<file path="src/rtl/insn_fetch_pkg.sv">
// Shared ISA definitions and fetch-stage types for the instruction fetch/decode path.
// The opcode encodings here are the ones the control block keys off.
package insn_fetch_pkg;

    localparam int ISA_INSN_COUNT = 8;
    localparam int ALU_MODE_COUNT = 4;

    localparam logic [3:0] OP_NOP  = 4'd0;
    localparam logic [3:0] OP_LDI  = 4'd1;
    localparam logic [3:0] OP_ADD  = 4'd2;
    localparam logic [3:0] OP_SUB  = 4'd3;
    localparam logic [3:0] OP_AND  = 4'd4;
    localparam logic [3:0] OP_OR   = 4'd5;
    localparam logic [3:0] OP_JMP  = 4'd6;
    localparam logic [3:0] OP_HALT = 4'd7;

    typedef enum logic [1:0] {
        ST_IDLE = 2'd0,
        ST_REQ  = 2'd1,
        ST_WAIT = 2'd2,
        ST_HOLD = 2'd3
    } fetch_state_t;

endpackage

</file>
<file path="src/rtl/insn_decode.sv">
// Combinational opcode decoder: instruction word to one-hot enable, operand field and illegal flag.
// Kept standalone so trace monitors or a disassembler can reuse it.
module insn_decode
    import insn_fetch_pkg::*;
#(
    parameter int INSN_W   = 8,
    parameter int OPCODE_W = 4
) (
    input  logic [INSN_W-1:0]          word,
    output logic [ISA_INSN_COUNT-1:0]  insn_en,
    output logic [INSN_W-OPCODE_W-1:0] operand,
    output logic                       illegal
);

    logic [OPCODE_W-1:0] opcode;

    always_comb begin
        opcode  = word[INSN_W-1 -: OPCODE_W];
        operand = word[INSN_W-OPCODE_W-1:0];
        insn_en = '0;
        illegal = 1'b1;
        if (int'(opcode) < ISA_INSN_COUNT) begin
            insn_en = ISA_INSN_COUNT'(1) << opcode;
            illegal = 1'b0;
        end
    end

endmodule

</file>
<file path="src/rtl/insn_fetch.sv">
// Instruction fetch stage: owns the PC, fetches one word over a valid/ready port,
// and holds its registered decode steady until the execute side retires it.
module insn_fetch
    import insn_fetch_pkg::*;
#(
    parameter int              ADDR_W   = 8,
    parameter int              INSN_W   = 8,
    parameter int              OPCODE_W = 4,
    parameter logic [ADDR_W-1:0] RESET_PC = '0
) (
    input  logic                       clk,
    input  logic                       rst_n,
    output logic                       imem_req,
    output logic [ADDR_W-1:0]          imem_addr,
    input  logic                       imem_ready,
    input  logic                       imem_rvalid,
    input  logic [INSN_W-1:0]          imem_rdata,
    input  logic                       pc_sel,
    input  logic                       retire,
    output logic                       insn_valid,
    output logic [ISA_INSN_COUNT-1:0]  insn_en,
    output logic [INSN_W-OPCODE_W-1:0] operand,
    output logic                       illegal,
    output logic [ADDR_W-1:0]          pc
);

    fetch_state_t state, state_next;

    logic [ADDR_W-1:0]          pc_q;
    logic [ISA_INSN_COUNT-1:0]  dec_en;
    logic [INSN_W-OPCODE_W-1:0] dec_operand;
    logic                       dec_illegal;

    insn_decode #(
        .INSN_W   (INSN_W),
        .OPCODE_W (OPCODE_W)
    ) u_decode (
        .word    (imem_rdata),
        .insn_en (dec_en),
        .operand (dec_operand),
        .illegal (dec_illegal)
    );

    always_ff @(posedge clk or negedge rst_n) begin
        if (!rst_n) begin
            state <= ST_IDLE;
        end else begin
            state <= state_next;
        end
    end

    always_comb begin
        state_next = state;
        case (state)
            ST_IDLE: state_next = ST_REQ;
            ST_REQ:  if (imem_ready)  state_next = ST_WAIT;
            ST_WAIT: if (imem_rvalid) state_next = ST_HOLD;
            ST_HOLD: if (retire)      state_next = ST_REQ;
            default: state_next = ST_IDLE;
        endcase
    end

    // Request and valid are pure decodes of the state flops, so no input reaches them combinationally.
    always_comb begin
        imem_req   = (state == ST_REQ);
        insn_valid = (state == ST_HOLD);
    end

    always_ff @(posedge clk or negedge rst_n) begin
        if (!rst_n) begin
            pc_q <= RESET_PC;
        end else if (state == ST_HOLD && retire) begin
            pc_q <= pc_q + (pc_sel ? ADDR_W'(2) : ADDR_W'(1));
        end
    end

    // Decode is captured only on the response we are waiting for; anything else is a stale beat.
    always_ff @(posedge clk or negedge rst_n) begin
        if (!rst_n) begin
            insn_en <= '0;
            operand <= '0;
            illegal <= 1'b0;
        end else if (state == ST_WAIT && imem_rvalid) begin
            insn_en <= dec_en;
            operand <= dec_operand;
            illegal <= dec_illegal;
        end
    end

    assign pc        = pc_q;
    assign imem_addr = pc_q;

endmodule

</file>
<file path="config.mk">
export PLATFORM = sky130hd
export DESIGN_NAME = insn_fetch
export DESIGN_NICKNAME = d
export VERILOG_FILES = /design/src/rtl/insn_fetch_pkg.sv /design/src/rtl/insn_decode.sv /design/src/rtl/insn_fetch.sv
export SDC_FILE = /design/constraint.sdc
export NUM_CORES = 1
export LEC_CHECK = 0
export CAP_MARGIN = 0
export CELL_PAD_IN_SITES_DETAIL_PLACEMENT = 0
export CELL_PAD_IN_SITES_GLOBAL_PLACEMENT = 1
export CORE_ASPECT_RATIO = 1.1
export CORE_MARGIN = 2
export CORE_UTILIZATION = 28
export DETAILED_ROUTE_END_ITERATION = 6
export GPL_ROUTABILITY_DRIVEN = 0
export HOLD_SLACK_MARGIN = 0.02
export PLACE_DENSITY_LB_ADDON = 0.1
export SYNTH_ARGS = -nofsm -noshare
export SYNTH_HDL_FRONTEND = slang
export SYNTH_SLANG_ARGS = --single-unit
</file>
<file path="constraint.sdc">
create_clock -name clk -period 1.4 [get_ports clk]
set_input_delay 0.28 -clock clk [delete_from_list [all_inputs] [get_ports clk]]
set_output_delay 0.28 -clock clk [all_outputs]
set_load 0.03 [all_outputs]
</file>
== Word-level counts from Yosys, hierarchy flattened ==
Cells that the tools add are included.
Widths: inputs -> output; s select.
Word-level totals
  register bits after elaboration: 23
  input port bits: 14
Cells by class
  add/subtract/negate cells: 1
  reductions and logical operators: 4
  mux-type cells: 7
  shifts and indexed selects: 1
  order comparisons: 1
  equality and inequality tests: 6
Operator list (count)
  $add 8x2->8: 1
  $mux 2: 4
  $mux 8: 1
  $pmux 2 s4: 1
  $shl 1x4->8 const A: 1
  $eq 2x2->1 const B: 2
  $lt 4x4->1 const B: 1
  $ne 2x2->1 const B: 2
  $reduce_and 3->1: 1
  $eq 2x1->1 const B: 1
  $logic_and 1x1->1: 2
  $logic_not 2->1: 1
  $ne 2x1->1 const B: 1
  $mux 1: 1

== Depth between registers and ports, before layout ==
Gate-level depths: netlist (run 1).
  word-level depth: 3
  depth in mapped cells: 6
  mapped depth without buffers: 6

== Modules after synthesis ==
A second synthesis (run 1) with hierarchy kept.
Second synthesis, totals
  cell total of the unflattened synthesis: 97
  area total of the unflattened synthesis: 1184.9 um^2
By module, submodules not included
  insn_fetch: cells each 84, sequential area each 575.6 um^2, times used 1, area an instance 1066.0 um^2
  insn_decode: cells each 13, sequential area each 0.0 um^2, times used 1, area an instance 118.9 um^2

== Worst setup path before layout (run 1) ==
Ideal clock, no wire load.
  path kind: register to register
  start: register pc_q[0] (netlist: imem_addr[0])
  end: register pc_q[1] (netlist: imem_addr[1])
  buffers on the path: 0
  data arrival time: 1.427 ns
  data required time: 1.275 ns
  stages on the path, launching flop included: 4
  setup slack: -0.152 ns
  path through: dfrtp_1 ha_1 fa_1 mux2_2
Between the ends
  word-level cells in the longest chain between the ends: 1
RTL lines
  start, declared: RTL line insn_fetch.sv:29  | logic [ADDR_W-1:0] pc_q;
  start signal, assigned: RTL line insn_fetch.sv:73  | pc_q <= pc_q + (pc_sel ? ADDR_W'(2) : ADDR_W'(1));
  $add 8x2->8: RTL line insn_fetch.sv:73
Every way passes these cells.
A chain may end at the register's enable or synchronous reset.

== Worst setup path in the final report (run 1) ==
  start: register state[1]
  end: output imem_req
Between the ends
  word-level cells in the longest chain between the ends: 1
RTL lines
  start, declared: RTL line insn_fetch.sv:27  | fetch_state_t state, state_next;
  start signal, assigned: RTL line insn_fetch.sv:48  | state <= state_next;
  $eq 2x1->1: RTL line insn_fetch.sv:65  | imem_req = (state == ST_REQ);
  end, declared: RTL line insn_fetch.sv:13  | output logic imem_req,
Every way passes these cells.

==> summary.md, run 1 <==
| Metric | Value |
|---|---|
| Outcome | `completed` |
| CTS tree | `done` |
| Sequential fraction of the synthesis area | `52.6%` |
| Leakage | `0.903 nW` |
| Top delay family on crit path | `flip-flops` |
| Crit-path cells | `inv_2 > ha_2 > buf_6` |
| Synth unique cells | `25` |
| Max-slew headroom at the worst pin | `78.2%` |
| Async set or reset register ratio after synthesis | `100%` |
| CP Depth | `3` |
| DR vias/cell | `4.36` |
| Worst Path Required | `1120 ps` |
| # setup viols final | `0` |
| Startpoint types | `register` |
| Crit Path Category | `register to output port` |
| Fin Clk Skew | `4.02 ps` |
| DIE AREA | `0.00442 mm^2` |
| Cell Rows | `23` |
| Main combinational cell family by area after synthesis | `simple AND/OR/NAND/NOR gates` |
| Most common cell in the netlist | `dfrtp_1` |
| Initial drt markers | `5` |
| Num CTS Buffers | `3` |
| Sink Count | `23` |
| Reg2Reg Depth | `3` |
| First-pass GRT wire length | `4200 um` |
| GRT Resource Usage Total | `11.7%` |
| Worst-path fanout max | `3` |
| WL final | `2380 um` |
| Post-Synthesis Cells | `96` |
| Worst hold slack | `377 ps` |
| Worst-margin pin slew | `328 ps` |
| Post-DP HPWL | `1880 um` |
| Area of the mapped netlist | `0.00109 mm^2` |
| Final hold violations | `0` |
| Post-synthesis mux area share | `9.04%` |
| DRC violations left | `0` |
| Worst R2R Setup Slack | `10 ps` |
| Die height | `69.5 um` |
| Max incr delay on CP | `460 ps` |
| Clk buf depth | `2` |
| Mapped Nets | `116` |
| Clock Tree Root | `clkbuf_8` |
| Critical path's slowest cell | `dfrtp_2` |
| Final Cycle Share | `99.9%` |
| Max-slew violations | `0` |
| Count of max-cap constraint violations | `0` |
| # IOs | `45` |
| GRT overflow | `0` |
| Post-synth top cells | `23 x dfrtp_1, 13 x nand2_1, 8 x buf_4, 7 x inv_1, 7 x mux2_2` |
| Clock slew at reported path FFs | `80 ps` |
| Synth top area share | `52.6%` |
| Pwr dens | `2030 mW/mm^2` |
| YS warnings | `0` |
| Number of synthesized flops with an enable pin | `0` |
| Total Power | `3.63 mW` |
| WL/cell | `11.5 um` |
| Skew-Pair Late Insertion Delay | `260 ps` |
| Top cells by area, synth | `dfrtp_1 53%, mux2_2 7.2%, ha_1 5.7%` |
| Syn Area/Cell | `11.4 um^2` |
| RSZ-0062 raised after global routing | `yes` |
| Share of layout cells above drive strength 1 | `34.6%` |
| Synth-to-Final Area Change | `64.0%` |
| Buffers and inverters on the worst path | `2` |
| Total core area | `0.00368 mm^2` |
| Largest net degree at the start of global routing | `24` |
| Synth Area in XOR/XNOR | `4.81%` |
| ANT nets after route | `0` |
| Tmin final | `1400 ps` |
| Largest area contributor in the netlist | `dfrtp_1` |
| Nets@finish | `177` |
| F_max | `715 MHz` |
| Core Util, Final | `48.7%` |
| Initial Util | `29.7%` |
| H-tree levels | `1` |
| Die width | `63.6 um` |
| Layout fillers | `390` |
| IR Drop Worst-Case VDD | `0.679 mV` |
| Crit. End Element | `output port` |
| Hold Crit Class | `primary input to asynchronous set/reset pin` |
| Top_reg_cell synth | `dfrtp_1` |
| Initial antenna violation count | `0` |
| Post-synthesis compound-gate area fraction | `6.75%` |
| IO Port Bufs | `44` |
| Worst reg2reg path startpoint | `imem_addr[0]$_DFFE_PN0P_` |
| Synth Area in Simple Gates | `11.0%` |
| First-pass iteration count of the detailed router | `4` |
| Routed via count | `899` |
| Post-CTS Hold Buffers | `0` |
| CP Data Arrival Time | `1120 ps` |
| Vias in the first global route | `994` |
| CP startpoint | `state[1]$_DFFE_PN0P_` |
| Diode count | `0` |
| Post-Synth Adder-Cell Area | `7.55%` |
| Register bit total from synthesis | `23` |
[layout make-up]
class,instances,area [um^2],share of cell area [%]
tap,50,62.6,3.49
inverter,7,26.3,1.47
sequential,23,581,32.4
timing repair buffer,65,564,31.5
clock buffer,4,45.0,2.51
multi-input combinational,57,514,28.7
[per-stage QoR]
step	cell area, um^2	worst slack, ps	TNS (ps)	cells
after floorplan	1120	-30.4	-56.2	96
after global placement	1700	-395	-3320	201
after detailed placement	1700	-436	-3820	201
after CTS	1730	-9.76	-11.0	205
after global routing	1790	-44.3	-158	206
final	1790	1.40	0	206
[per-layer routing]
metal | global-route usage (%) | vias up | routed length (um)
met5 | 0 | - | 0
met4 | 2.90 | 0 | 0
met3 | 3.08 | 0 | 155
met2 | 22.6 | 27 | 1260
met1 | 12.2 | 434 | 959
li1 | - | 438 | -
[logic make-up after synthesis]
| logic type | count (synthesis) |
|---|---|
| and+or+nand+nor | 26 |
| DFF | 23 |
| buffers and inverters | 16 |
| AOI/OAI and AO/OA | 10 |
| muxes | 9 |
| xor gates and xnor gates | 6 |
| adders and majority gates | 6 |
[registers in the layout (all words and copies together) (netlist names)]
register	flops
illegal	1
imem_addr	8
state	2
insn_en	8
operand	4
[path summary, 6_finish.rpt]
kind	end
worst max-delay path	imem_req
worst min-delay path	imem_addr[0]$_DFFE_PN0P_
worst max register to register	imem_addr[1]$_DFFE_PN0P_
worst min register to register	insn_en[1]$_DFFE_PN0P_
max in group asynchronous	state[0]$_DFFE_PN0P_
min in group clk	insn_en[1]$_DFFE_PN0P_
[power breakdown]
part	internal [mW]	switching, mW	leakage (nW)
registers	0.924	0.180	0.291
logic	0.901	1.23	0.589
clock network	0.203	0.201	0.0228
[cells in the final DEF, fill, tap and decap left out, types with 2 or more instances in the layout]
cell and count:
ha_4 3, dlygate4sd2_1 29, inv_1 5, mux2_2 6, nand3_1 2, nand2b_1 2
mux2i_1 2, buf_6 2, nand2_2 2, buf_4 21, nor3_2 3, inv_2 2
xor2_1 5, clkbuf_8 3, a32o_1 2, clkdlybuf4s50_1 12, dfrtp_1 19, o31ai_1 2
o21ai_0 3, dfrtp_2 4, nand2_1 12
[timing repair]
item                       4_1_cts  5_1_grt
setup endpoints to repair       42       14
hold endpoints to repair         0        0
pin swaps                        1        5
gates resized for setup         36       14
setup buffers                    0        1
No activity file was read; power rests on OpenSTA's default activity.
==> run 2: changes to the inputs <==
- ABC_AREA: default -> 1
- PLACE_DENSITY: default -> 0.84
- PLACE_DENSITY_LB_ADDON: 0.1 -> default
==> run 2 against run 1 <==
Against the previous run:
- hold slack got worse by 12 ps
- non-clock buffer count decreased by 13
- largest power group unchanged
- utilization decreased by 7.1 points
- largest cell class unchanged
- final cell count increased by 17%
- clock skew about the same
- register-to-register slack improved by 20 ps
- first-iteration DRC count increased to 6.6 times the previous value
- via count increased by 10%
- die area increased by 11%
- area after synthesis increased by 12%
==> summary.md, run 2 <==
| Metric | Value |
|---|---|
| # IOs | `45` |
| DR vias/cell | `4.14` |
| IO Port Bufs | `44` |
| Register bit total from synthesis | `23` |
| Pre-CTS setup slack | `-374 ps` |
| Worst-margin pin slew | `316 ps` |
| Final WS setup | `32.4 ps` |
| Hold Crit Class | `primary input to asynchronous set/reset pin` |
| Core Util, Final | `41.5%` |
| Max-slew headroom at the worst pin | `79.0%` |
| Diode count | `0` |
| Routed via count | `993` |
| Initial antenna violation count | `0` |
| Power Internal | `1.82 mW` |
| P_sw | `1.65 mW` |
| Clock Tree Root | `clkbuf_8` |
| Synth top area share | `47.0%` |
| Sw Ratio | `47.5%` |
| Max incr delay on CP | `440 ps` |
| Die width | `67.1 um` |
| Post-Synthesis Cells | `139` |
| Most common cell after layout, fill and taps aside | `nand2_1` |
| Startpoint types | `register` |
| DRC violations left | `0` |
| Sequential fraction of the synthesis area | `47.0%` |
| Final Cycle Share | `97.7%` |
| Crit. End Element | `register` |
| Critical path's slowest cell | `dfrtp_2` |
| Total core area | `0.00425 mm^2` |
| IR Drop Worst-Case VDD | `0.527 mV` |
| Max-slew violations | `0` |
| Largest area contributor in the netlist | `dfrtp_1` |
| Leakage | `0.995 nW` |
| H-tree levels | `1` |
| Crit Path Category | `register to register` |
| Outcome | `completed` |
| Cell Rows | `25` |
| Total Power | `3.47 mW` |
| F_max | `731 MHz` |
| ANT nets after route | `0` |
| Post-CTS Hold Buffers | `0` |
| Die height | `73.4 um` |
| Skew-Pair Late Insertion Delay | `260 ps` |
| Pwr dens | `1960 mW/mm^2` |
| Post-synth top cells | `50 x nand2_1, 23 x dfrtp_1, 20 x inv_1, 9 x buf_4, 6 x o21ai_1` |
| Area of the mapped netlist | `0.00122 mm^2` |
| GRT overflow | `0` |
| Worst Path Required | `1560 ps` |
| Buffers and inverters on the worst path | `2` |
| Clk pwr share | `11.6%` |
| CTS tree | `done` |
| Synth unique cells | `20` |
| First-pass iteration count of the detailed router | `2` |
| DIE AREA | `0.00492 mm^2` |
| Mapped Nets | `159` |
| Top_reg_cell synth | `dfrtp_1` |
| Final hold violations | `0` |
| Syn Area/Cell | `8.81 um^2` |
| Count of max-cap constraint violations | `0` |
| Vias in the first global route | `898` |
| Setup TNS | `0 ps` |
| Post-DP HPWL | `1800 um` |
| Nets@finish | `207` |
| First-pass GRT wire length | `3950 um` |
| CP Data Arrival Time | `1530 ps` |
| Sequential share of power | `32.0%` |
| WL final | `2330 um` |
| Initial drt markers | `33` |
| Async set or reset register ratio after synthesis | `100%` |
| Seq. cell area | `577 um^2` |
| Commonest cells after routing, fill and taps aside | `50 x nand2_1, 26 x dlygate4sd2_1, 22 x dfrtp_1` |
| Synth-to-Final Area Change | `44.2%` |
| Fin Clk Skew | `3.89 ps` |
| Top cells by area, synth | `dfrtp_1 47%, nand2_1 15%, inv_1 6.1%` |
| Clock slew at reported path FFs | `80 ps` |
| Logic pwr share | `56.4%` |
| Footprint of the multi-input gates | `532 um^2` |
| Largest net degree at the start of global routing | `24` |
| Worst-path fanout max | `4` |
| WL/cell | `9.73 um` |
| # setup viols final | `0` |
| Most common cell in the netlist | `nand2_1` |
| Initial Util | `28.8%` |
| Worst hold slack | `364 ps` |
| Number of synthesized flops with an enable pin | `0` |
| Clk buf depth | `2` |
| GRT Resource Usage Total | `10.6%` |
| Share of layout cells above drive strength 1 | `19.9%` |
| Num CTS Buffers | `3` |
| CP most frequent cell | `nand2_1` |
| Layout fillers | `448` |
| RSZ-0062 raised after global routing | `yes` |
| Crit-path cells | `ha_4 > fa_2 > inv_2 > nor2_8 > nand3_2 > nand2_1 > nand2_1 > inv_1` |
| Tmin final | `1370 ps` |
| YS warnings | `0` |
| Sink Count | `23` |
| Top delay family on crit path | `adder cells` |
run 2: cell count changes after synthesis, moves of 3 or more:
cell | previous run | this run
nand2_1 | 13 | 50
inv_1 | 7 | 20
mux2_2 | 7 | 0
o21ai_1 | 0 | 6
xor2_1 | 5 | 1
nand2_4 | 0 | 3
nor3_1 | 3 | 0
run 2: kinds of logic (layout without fill, tap and decap cells):
logic type                 after synthesis  in the layout  share of synthesized area [%]
and+or+nand+nor                         69             69                           28.5
AOI/OAI and AO/OA                       10             10                           4.70
DFF                                     23             23                           47.0
buffers and inverters                   29             76                           11.6
xor gates and xnor gates                 2              2                           1.43
adders and majority gates                6              6                           6.74
run 2: final cells by class:
cell class	instances	area share, %
clock buffer	3	2.34
clock inverter	1	0.283
inverter	20	4.25
multi-input combinational	87	30.1
sequential	23	32.6
tap	54	3.82
timing repair buffer	52	26.6
run 2: worst paths after layout:
path                                           from                        to  slack, ps  cells after the start
setup reg to reg           imem_addr[0]$_DFFE_PN0P_  imem_addr[6]$_DFFE_PN0P_         30                      8
max in group asynchronous                     rst_n  imem_addr[0]$_DFFE_PN0P_        870                      2
hold reg to reg              operand[1]$_DFFE_PN0P_    operand[1]$_DFFE_PN0P_        480                      2
hold / removal                                rst_n  imem_addr[5]$_DFFE_PN0P_        360                      2
setup / recovery           imem_addr[0]$_DFFE_PN0P_  imem_addr[6]$_DFFE_PN0P_         30                      8
min in group clk             operand[1]$_DFFE_PN0P_    operand[1]$_DFFE_PN0P_        480                      2
run 2: repair_timing:
action	in CTS	in global routing
gates resized for setup	28	3
setup endpoints to repair	29	16
setup buffers	0	1
run 2: metal layers:
metal / vias up / global-route usage [%] / wire [um]
met1: 451 / 13.7 / 1040
met2: 29 / 16.8 / 1120
li1: 508 / - / -
met5: - / 0 / 0
met4: 0 / 4.76 / 36
met3: 5 / 2.30 / 137
run 2: per-stage QoR:
step                cell area [um^2]  cells
floorplan                       1240    139
global placement                1730    235
detailed placement              1730    235
CTS                             1750    239
global route                    1770    240
finish                          1770    240
run 2: power by group through the flow:
stage | combinational (mW) | sequential [mW] | clock, mW
floorplan | 0.945 | 1.54 | 0
global placement | 2.07 | 1.13 | 0
detailed placement | 2.09 | 1.13 | 0
CTS | 1.93 | 1.12 | 0.429
global route | 2.15 | 1.15 | 0.454
finish | 1.96 | 1.11 | 0.402
